File: src/rtl/sd_block_arbiter.sv
// Round-robin arbiter that funnels per-drive block read/write requests onto one SD host port.
// Each channel queues sticky read/write requests; one request is granted at a time and tracked through REQ and XFER.
module sd_block_arbiter #(
  parameter int NUM_CH  = 3,
  parameter int LBA_W   = 32,
  parameter int TIMEOUT = 2**20,
  localparam int SEL_W  = (NUM_CH > 1) ? $clog2(NUM_CH) : 1
) (
  input  logic                    clk,
  input  logic                    reset_n,
  input  logic                    abort,
  input  logic [NUM_CH-1:0]       ch_rd,
  input  logic [NUM_CH-1:0]       ch_wr,
  input  logic [NUM_CH*LBA_W-1:0] ch_lba,
  input  logic [NUM_CH-1:0]       ch_ro,
  output logic [NUM_CH-1:0]       ch_wait,
  output logic [NUM_CH-1:0]       ch_done,
  output logic [NUM_CH-1:0]       ch_err,
  output logic                    sd_rd,
  output logic                    sd_wr,
  output logic [LBA_W-1:0]        sd_lba,
  output logic [SEL_W-1:0]        sd_ch,
  input  logic                    sd_ack,
  output logic [1:0]              dbg_state
);

  localparam int CNT_W = (TIMEOUT > 1) ? $clog2(TIMEOUT) : 1;

  if (NUM_CH < 1 || NUM_CH > 8) begin : g_bad_num_ch
    $error("sd_block_arbiter: NUM_CH must be in 1..8");
  end

  typedef enum logic [1:0] {
    IDLE = 2'd0,
    REQ  = 2'd1,
    XFER = 2'd2
  } state_t;

  state_t            state;
  logic [NUM_CH-1:0] pend_rd;
  logic [NUM_CH-1:0] pend_wr;
  logic [SEL_W-1:0]  last_grant;
  logic              old_ack;
  logic [CNT_W-1:0]  tmo_cnt;

  logic [NUM_CH-1:0] any_pend;
  logic [NUM_CH-1:0] sel_mask;
  logic [NUM_CH-1:0] svc_clr;
  logic [NUM_CH-1:0] tmo_err;
  logic [NUM_CH-1:0] rd_clr;
  logic [NUM_CH-1:0] wr_clr;
  logic              ack_rise;
  logic              ack_fall;
  logic              tmo_hit;
  logic              grant_found;
  logic [SEL_W-1:0]  grant_idx;
  logic [LBA_W-1:0]  grant_lba;

  assign any_pend = pend_rd | pend_wr;
  assign sel_mask = NUM_CH'(1) << sd_ch;
  assign ack_rise = sd_ack & ~old_ack;
  assign ack_fall = ~sd_ack & old_ack;
  assign tmo_hit  = (TIMEOUT != 0) && (tmo_cnt == CNT_W'(TIMEOUT - 1));

  // The granted channel stays counted as waiting until its transfer finishes.
  assign ch_wait   = any_pend | ((state != IDLE) ? sel_mask : '0);
  assign dbg_state = state;

  // Round-robin search starting just after the channel that last completed.
  always_comb begin
    int idx;
    idx         = 0;
    grant_found = 1'b0;
    grant_idx   = '0;
    for (int k = 1; k <= NUM_CH; k++) begin
      idx = (int'(last_grant) + k) % NUM_CH;
      if (!grant_found && any_pend[idx[SEL_W-1:0]]) begin
        grant_found = 1'b1;
        grant_idx   = idx[SEL_W-1:0];
      end
    end
  end

  assign grant_lba = ch_lba[int'(grant_idx)*LBA_W +: LBA_W];

  // The serviced pending bit is retired on ack rise or on timeout; an ack wins a tie.
  always_comb begin
    svc_clr = '0;
    tmo_err = '0;
    if (state == REQ && (ack_rise || tmo_hit)) svc_clr = sel_mask;
    if (state == REQ && !ack_rise && tmo_hit) tmo_err = sel_mask;
  end

  assign rd_clr = sd_rd ? svc_clr : '0;
  assign wr_clr = sd_wr ? svc_clr : '0;

  always_ff @(posedge clk or negedge reset_n) begin
    if (!reset_n) begin
      state      <= IDLE;
      pend_rd    <= '0;
      pend_wr    <= '0;
      last_grant <= SEL_W'(NUM_CH - 1);
      old_ack    <= 1'b0;
      tmo_cnt    <= '0;
      sd_rd      <= 1'b0;
      sd_wr      <= 1'b0;
      sd_lba     <= '0;
      sd_ch      <= '0;
      ch_done    <= '0;
      ch_err     <= '0;
    end else begin
      old_ack <= sd_ack;
      ch_done <= '0;
      ch_err  <= '0;
      if (abort) begin
        state   <= IDLE;
        pend_rd <= '0;
        pend_wr <= '0;
        tmo_cnt <= '0;
        sd_rd   <= 1'b0;
        sd_wr   <= 1'b0;
        sd_lba  <= '0;
        sd_ch   <= '0;
      end else begin
        // New pulses win over a same-cycle clear so a re-request is never lost.
        pend_rd <= (pend_rd & ~rd_clr) | ch_rd;
        pend_wr <= (pend_wr & ~wr_clr) | (ch_wr & ~ch_ro);
        ch_err  <= (ch_wr & ch_ro) | tmo_err;
        case (state)
          IDLE: begin
            if (grant_found) begin
              sd_ch   <= grant_idx;
              sd_lba  <= grant_lba;
              sd_rd   <= pend_rd[grant_idx];
              sd_wr   <= ~pend_rd[grant_idx];
              tmo_cnt <= '0;
              state   <= REQ;
            end
          end
          REQ: begin
            if (ack_rise) begin
              sd_rd <= 1'b0;
              sd_wr <= 1'b0;
              state <= XFER;
            end else if (tmo_hit) begin
              sd_rd <= 1'b0;
              sd_wr <= 1'b0;
              state <= IDLE;
            end else begin
              tmo_cnt <= tmo_cnt + CNT_W'(1);
            end
          end
          XFER: begin
            if (ack_fall) begin
              ch_done    <= sel_mask;
              last_grant <= sd_ch;
              state      <= IDLE;
            end
          end
          default: state <= IDLE;
        endcase
      end
    end
  end

endmodule

File: config.mk
export PLATFORM = sky130hd
export DESIGN_NAME = sd_block_arbiter
export DESIGN_NICKNAME = d
export VERILOG_FILES = /design/src/rtl/sd_block_arbiter.sv
export SDC_FILE = /design/constraint.sdc
export NUM_CORES = 1
export LEC_CHECK = 0
export BUFFER_PORTS_ARGS = -buffer_cell sky130_fd_sc_hd__buf_2
export CORE_MARGIN = 5
export CORE_UTILIZATION = 38
export DETAILED_ROUTE_END_ITERATION = 12
export GPL_TIMING_DRIVEN = 0
export PLACE_DENSITY_LB_ADDON = 0.3
export SLEW_MARGIN = 20
export SYNTH_ARGS = -nofsm -noshare
export SYNTH_HDL_FRONTEND = slang
export SYNTH_SLANG_ARGS = --single-unit
File: constraint.sdc
create_clock -name clk -period 3.26 [get_ports clk]
set_input_delay 0.163 -clock clk [delete_from_list [all_inputs] [get_ports clk]]
set_output_delay 0.163 -clock clk [all_outputs]
set_load 0.1 [all_outputs]
; ---- Word-level counts from Yosys, hierarchy flattened
; Index checks and enable logic that the tools add are counted.
[classes]
addsub = 4
n_div = 3
order_cmp = 4
n_eq_ne = 8
shift = 2
mux = 50
n_bitwise = 18
reduce_logical = 19
[op_table]
columns = op, n
row1 = $mod A32 B3 Y32 const B, 3
row2 = $mux W32, 3
row3 = $shiftx A96 B8 Y32, 1
row4 = $mux W20, 4
row5 = $pmux W20 S2, 1
row6 = $mux W3, 11
row7 = $mux W2, 11
row8 = $add A20 B1 Y20 const B, 1
row9 = $eq A20 B20 Y1 const B, 1
row10 = $or A3 B3 Y3, 5
row11 = $mux W1, 13
row12 = $and A3 B3 Y3, 4
row13 = $lt A2 B3 Y1 const B, 4
row14 = $ne A3 B3 Y1 const B, 4
row15 = $not A3 Y3, 3
row16 = $reduce_and A3 Y1, 3
row17 = $bmux W1 S2, 4
row18 = $add A2 B2 Y3 const B, 2
row19 = $pmux W2 S3, 1
row20 = $reduce_bool A2 Y1, 3
row21 = $logic_and A1 B1 Y1, 5
row22 = $ne A4 B4 Y1 const B, 1
row23 = $not A1 Y1, 4
row24 = $pmux W1 S2, 2
row25 = 11 further kinds, 14
[word_totals]
reg_bits = 73
input_bits = 109
output_inout_bits = 47
word_cells = 120

; ---- Logic depth before layout (Yosys ltp)
[logic_depth]
word_depth = 17
mapped_depth = 10
mapped_depth_nobuf = 7

; ---- Worst setup path after synthesis
; OpenSTA, ideal clock, no wires.
[synth_path]
path_kind = register to output
startpoint = register state[0] (netlist: dbg_state[0])
endpoint = output ch_wait[0]
arrival_ps = 3483
required_ps = 3097
slack_ps = -386
path_stages_with_launch = 3
n_path_buf = 0
cell_sequence = dfrtp_1 -> nor2_1 -> o31ai_1
[synth_between]
elab_chain_cells = 3
[synth_rtl]
columns = element, line_no
row1 = start: declaration, 39  ; state_t state;
row2 = start signal: assignment, 99  ; state <= IDLE;
row3 = start signal: assignment, 116  ; state <= IDLE;
row4 = start signal: assignment, 137  ; state <= REQ;
row5 = $reduce_bool A2 Y1, 66  ; assign ch_wait = any_pend | ((state != IDLE) ? sel_mask : '0);
row6 = $mux W3, 66
row7 = $or A3 B3 Y3, 66
row8 = end: declaration, 16  ; output logic [NUM_CH-1:0] ch_wait,
; Every way passes these cells.

; ---- Worst setup path in the final report
[layout_path]
startpoint = register last_grant[1]
endpoint = register sd_lba[22]
[layout_between]
elab_chain_cells = 15
word_cells_on_any_way = 28
cone_classes = add/sub: 3 / div: 3 / shift: 1 / mux: 15 / reduce/logical: 6
[layout_rtl]
columns = element, line_no
row1 = start: declaration, 42  ; logic [SEL_W-1:0] last_grant;
row2 = start signal: assignment, 102  ; last_grant <= SEL_W'(NUM_CH - 1);
row3 = start signal: assignment, 156  ; last_grant <= sd_ch;
row4 = $add A2 B1 Y3, 76  ; idx = (int'(last_grant) + k) % NUM_CH;
row5 = $mod A32 B3 Y32, 76
row6 = $bmux W1 S2, 77  ; if (!grant_found && any_pend[idx[SEL_W-1:0]]) begin
row7 = $mux W1 (not written as such), 77
row8 = $mux W1, 77
row9 = $logic_not A1 Y1, 77
row10 = $logic_and A1 B1 Y1, 77
row11 = $mux W1, 77
row12 = $logic_not A1 Y1, 77
row13 = $logic_and A1 B1 Y1, 77
row14 = $mux W2, 77
row15 = $shiftx A96 B8 Y32, 84  ; assign grant_lba = ch_lba[int'(grant_idx)*LBA_W +: LBA_W];
row16 = $mux W32, 131  ; if (grant_found) begin
row17 = $mux W32, 129  ; case (state)
row18 = $mux W32, 115  ; if (abort) begin
row19 = end signal: assignment, 133  ; sd_lba <= grant_lba;
row20 = end: declaration, 21  ; output logic [LBA_W-1:0] sd_lba,
; Parallel ways exist; a longest one is shown, timed or not. The select of a mux whose other input is x is not followed.
; A chain may end at the register's enable or synchronous reset.

==> flow_metrics.tcl <==
set metrics [dict create \
    crit_family "compound AO/OA/AOI/OAI gates" \
    slew-limit-headroom 0.570 \
    hp-class "in2reg" \
    numPortBuffers 154 \
    fp.dieW_um 114 \
    dr.pass1.iters 5 \
    p_int_mw 1.62 \
    dpl.hpwl_um 9940 \
    wl_um 12700 \
    drive_gt1_frac 0.304 \
    holdWs_ns 0.0391 \
    ant_nets 0 \
    cts_resized 0 \
    critPathMaxFanout 10 \
    dp_cells 760 \
    synth_area_leaders "dfrtp_1 44%, a22o_1 6.8%, nor2_1 5.4%" \
    vdd_ir_drop_max_mv 0.352 \
    first_iter_violations 221 \
    syn_to_final_growth_pct 28.3 \
    cp.buffers_inverters 2 \
    synth-main-ff-cell "dfrtp_1" \
    required_ns 3.55 \
    ios 156 \
    cts.clk_slew.worst_paths_ns 0.07 \
    insertedDiodeCount 0 \
    p_sw_frac 0.480 \
    synth-edff-count 0 \
    stdcell_count 778 \
    finalPower_mw 3.11 \
    seq_power_share 0.344 \
    hold_viol 0 \
    grtUsageTotal 0.197 \
    clk_latency_ns 0.35 \
    cp-start-kind "register" \
    criticalPathCategory "reg2reg" \
    cp_slowest_stage_delay_ns 0.55 \
    grt_pass1_vias 4325 \
    crit_arrival_ns 2.99 \
    cp_slowest_cell "dfstp_2" \
    synthCells 465 \
    final_common_cell "buf_2" \
    cts_tree "done" \
    power.leakage_nw 2.50 \
    p_comb_frac 0.446 \
    p_clk_frac 0.210 \
    ys_async_sr_fraction 1.00 \
    yosysTopAreaCell "dfrtp_1" \
    setup_viol 0 \
    fin_skew_ns 0.00739 \
    synthesis.area_um2 4140 \
    final_nets 745 \
    coreArea_um2 10700 \
    start_util 0.385 \
    final_util 0.494 \
    pre_cts_slack_ns 0.542 \
    cts.sinks 73 \
    p_switching_mw 1.49 \
    wl_per_cell_um 16.4 \
    clock.fmax_ghz 0.371 \
    multi_input_area_um2 2110 \
    grt_first_pass_wirelength_um 20800 \
    max-cap-violations 0 \
    slew_violations 0 \
    crit_chain "ha_1 > buf_2 > a211o_1 > a21oi_1 > clkbuf_1 > nand3_1 > a31oi_1 > a22o_1" \
    worst_slew_pin_slew_ns 0.644 \
    gr-total-overflow 0 \
    seq_area_um2 1830 \
    vias_per_cell 5.49 \
    dieHeight_um 114 \
    fin_crit_ns 2.70 \
    setup_slack_ns 0.563 \
    dpl_cell_area_um2 5120 \
    drcViolationCount 0 \
    fin_area_um2 5310 \
    syn-num-nets 577 \
    grt_max_degree 47 \
    syn_avg_cell_area_um2 8.90 \
    final_cell_mix "164 x buf_2, 72 x dfrtp_1, 60 x nor2_1, 42 x nand3_1, 41 x o21ai_0" \
    status "finished clean" \
    synth_top_area_frac 0.435 \
    setup_tns_ns 0 \
    clock-root-buffer "clkbuf_8" \
    ys_warn_count 0 \
    cp-end-kind "register" \
    clockBufferDepth 2 \
    nFillCells 1074 \
    fp.dieArea_um2 13100 \
    ys_ff_latch 73 \
    antenna_found_initial 0 \
    rsz0062_at_grt "false" \
    cts_buffers 9 \
    vias 4274 \
    fin_crit_sh 0.827 \
    ys_seq_area_frac 0.442 \
    gp_congestion 0.889 \
    yosysUniqueCellTypes 56 \
    h-tree-depth 3 \
    power.density_nw_per_um2 586 \
    row_count 38 \
]
## what timing repair did
item                       CTS  global route
setup endpoints to repair    0             0
hold buffers                 2             0
hold endpoints to repair    27             0
buffers inserted             0             0
## final cells by class
class,instances,share of cell area
repair buffers,157,0.155
well taps,140,0.0330
clock inverters,2,0.00236
inverters,14,0.00989
multi-input cells,343,0.398
plain buffers,35,0.0273
flip-flops and latches,73,0.344
clock buffers,14,0.0306
## worst paths after layout
check                                          start                        end  slack [ns]  cells after the start
max                        last_grant[1]$_DFFE_PN1P_     sd_lba[22]$_DFFE_PN0P_        0.56                      8
min                                         ch_rd[2]       pend_rd[2]$_DFF_PN0_        0.04                      3
max reg2reg                last_grant[1]$_DFFE_PN1P_     sd_lba[22]$_DFFE_PN0P_        0.56                      8
min reg2reg                last_grant[1]$_DFFE_PN1P_  last_grant[1]$_DFFE_PN1P_        0.50                      2
max in group asynchronous                    reset_n     tmo_cnt[0]$_DFFE_PN0P_        2.42                      3
min in group asynchronous                    reset_n    tmo_cnt[19]$_DFFE_PN0P_        0.28                      2
## synth_stat cells, types with 2 or more instances
library cell  count
a31oi_1          35
xnor2_1           8
o41ai_1           4
inv_1            14
nand3_1          42
or3_1             8
a211oi_1          3
mux2_2            2
clkbuf_1         22
a2111oi_1         2
and2_1            4
nand4_1           4
a21o_1            6
a22oi_1           2
o2111a_1          2
buf_2            11
and4_1            2
o21ai_0          41
buf_1             2
o2111ai_2         2
o22ai_1           4
and3_1            2
nor4_2            2
a21oi_1          14
o21ai_1           4
a22o_1           32
o21bai_1          3
nor2_1           60
nor3_1            5
nand2_1          12
ha_1              3
dfrtp_1          72
or2_2             2
nor4_1            4
nand2b_1          8
o211ai_1          2
## cells by family after synthesis
logic type | count (synthesis) | synth area share
AO/OA/AOI/OAI | 168 | 0.283
AND/OR/NAND/NOR | 162 | 0.196
flip-flops | 73 | 0.442
buffers and inverters | 49 | 0.0477
XOR/XNOR | 8 | 0.0169
adder cells (fa/ha/maj) | 3 | 0.00907
multiplexers | 2 | 0.00544
## per-layer routing
metal | global-route usage | wire length [um]
met1 | 0.245 | 5370
met2 | 0.326 | 6200
met3 | 0.0529 | 882
met4 | 0.0705 | 277
met5 | 0 | 0
## state kept, by name (all words and copies together) (netlist names)
signal      count
pend_wr         3
sd_lba         32
ch_err          3
sd_ch           2
sd_rd           1
tmo_cnt        20
ch_done         3
last_grant      2
old_ack         1
dbg_state       2
pend_rd         3
sd_wr           1
## power by group through the flow
stage                     combinational [mW]  clock (mW)  sequential, mW
after floorplan                        0.458           0            1.69
after global placement                  1.37           0            1.08
after detailed placement                1.39           0            1.08
after CTS                               1.39       0.663            1.07
after global routing                    1.48       0.700            1.08
final                                   1.39       0.654            1.07
## worst register-to-register path: cells and delay by family (launching register included)
| family | cells | cell delay (ns) |
|---|---|---|
| buf+inv | 2 | 0.55 |
| fa+ha+maj | 1 | 0.22 |
| compound gates | 4 | 1.17 |
| flops | 1 | 0.55 |
| simple gates | 1 | 0.16 |
(Power assumes the default switching activity.)
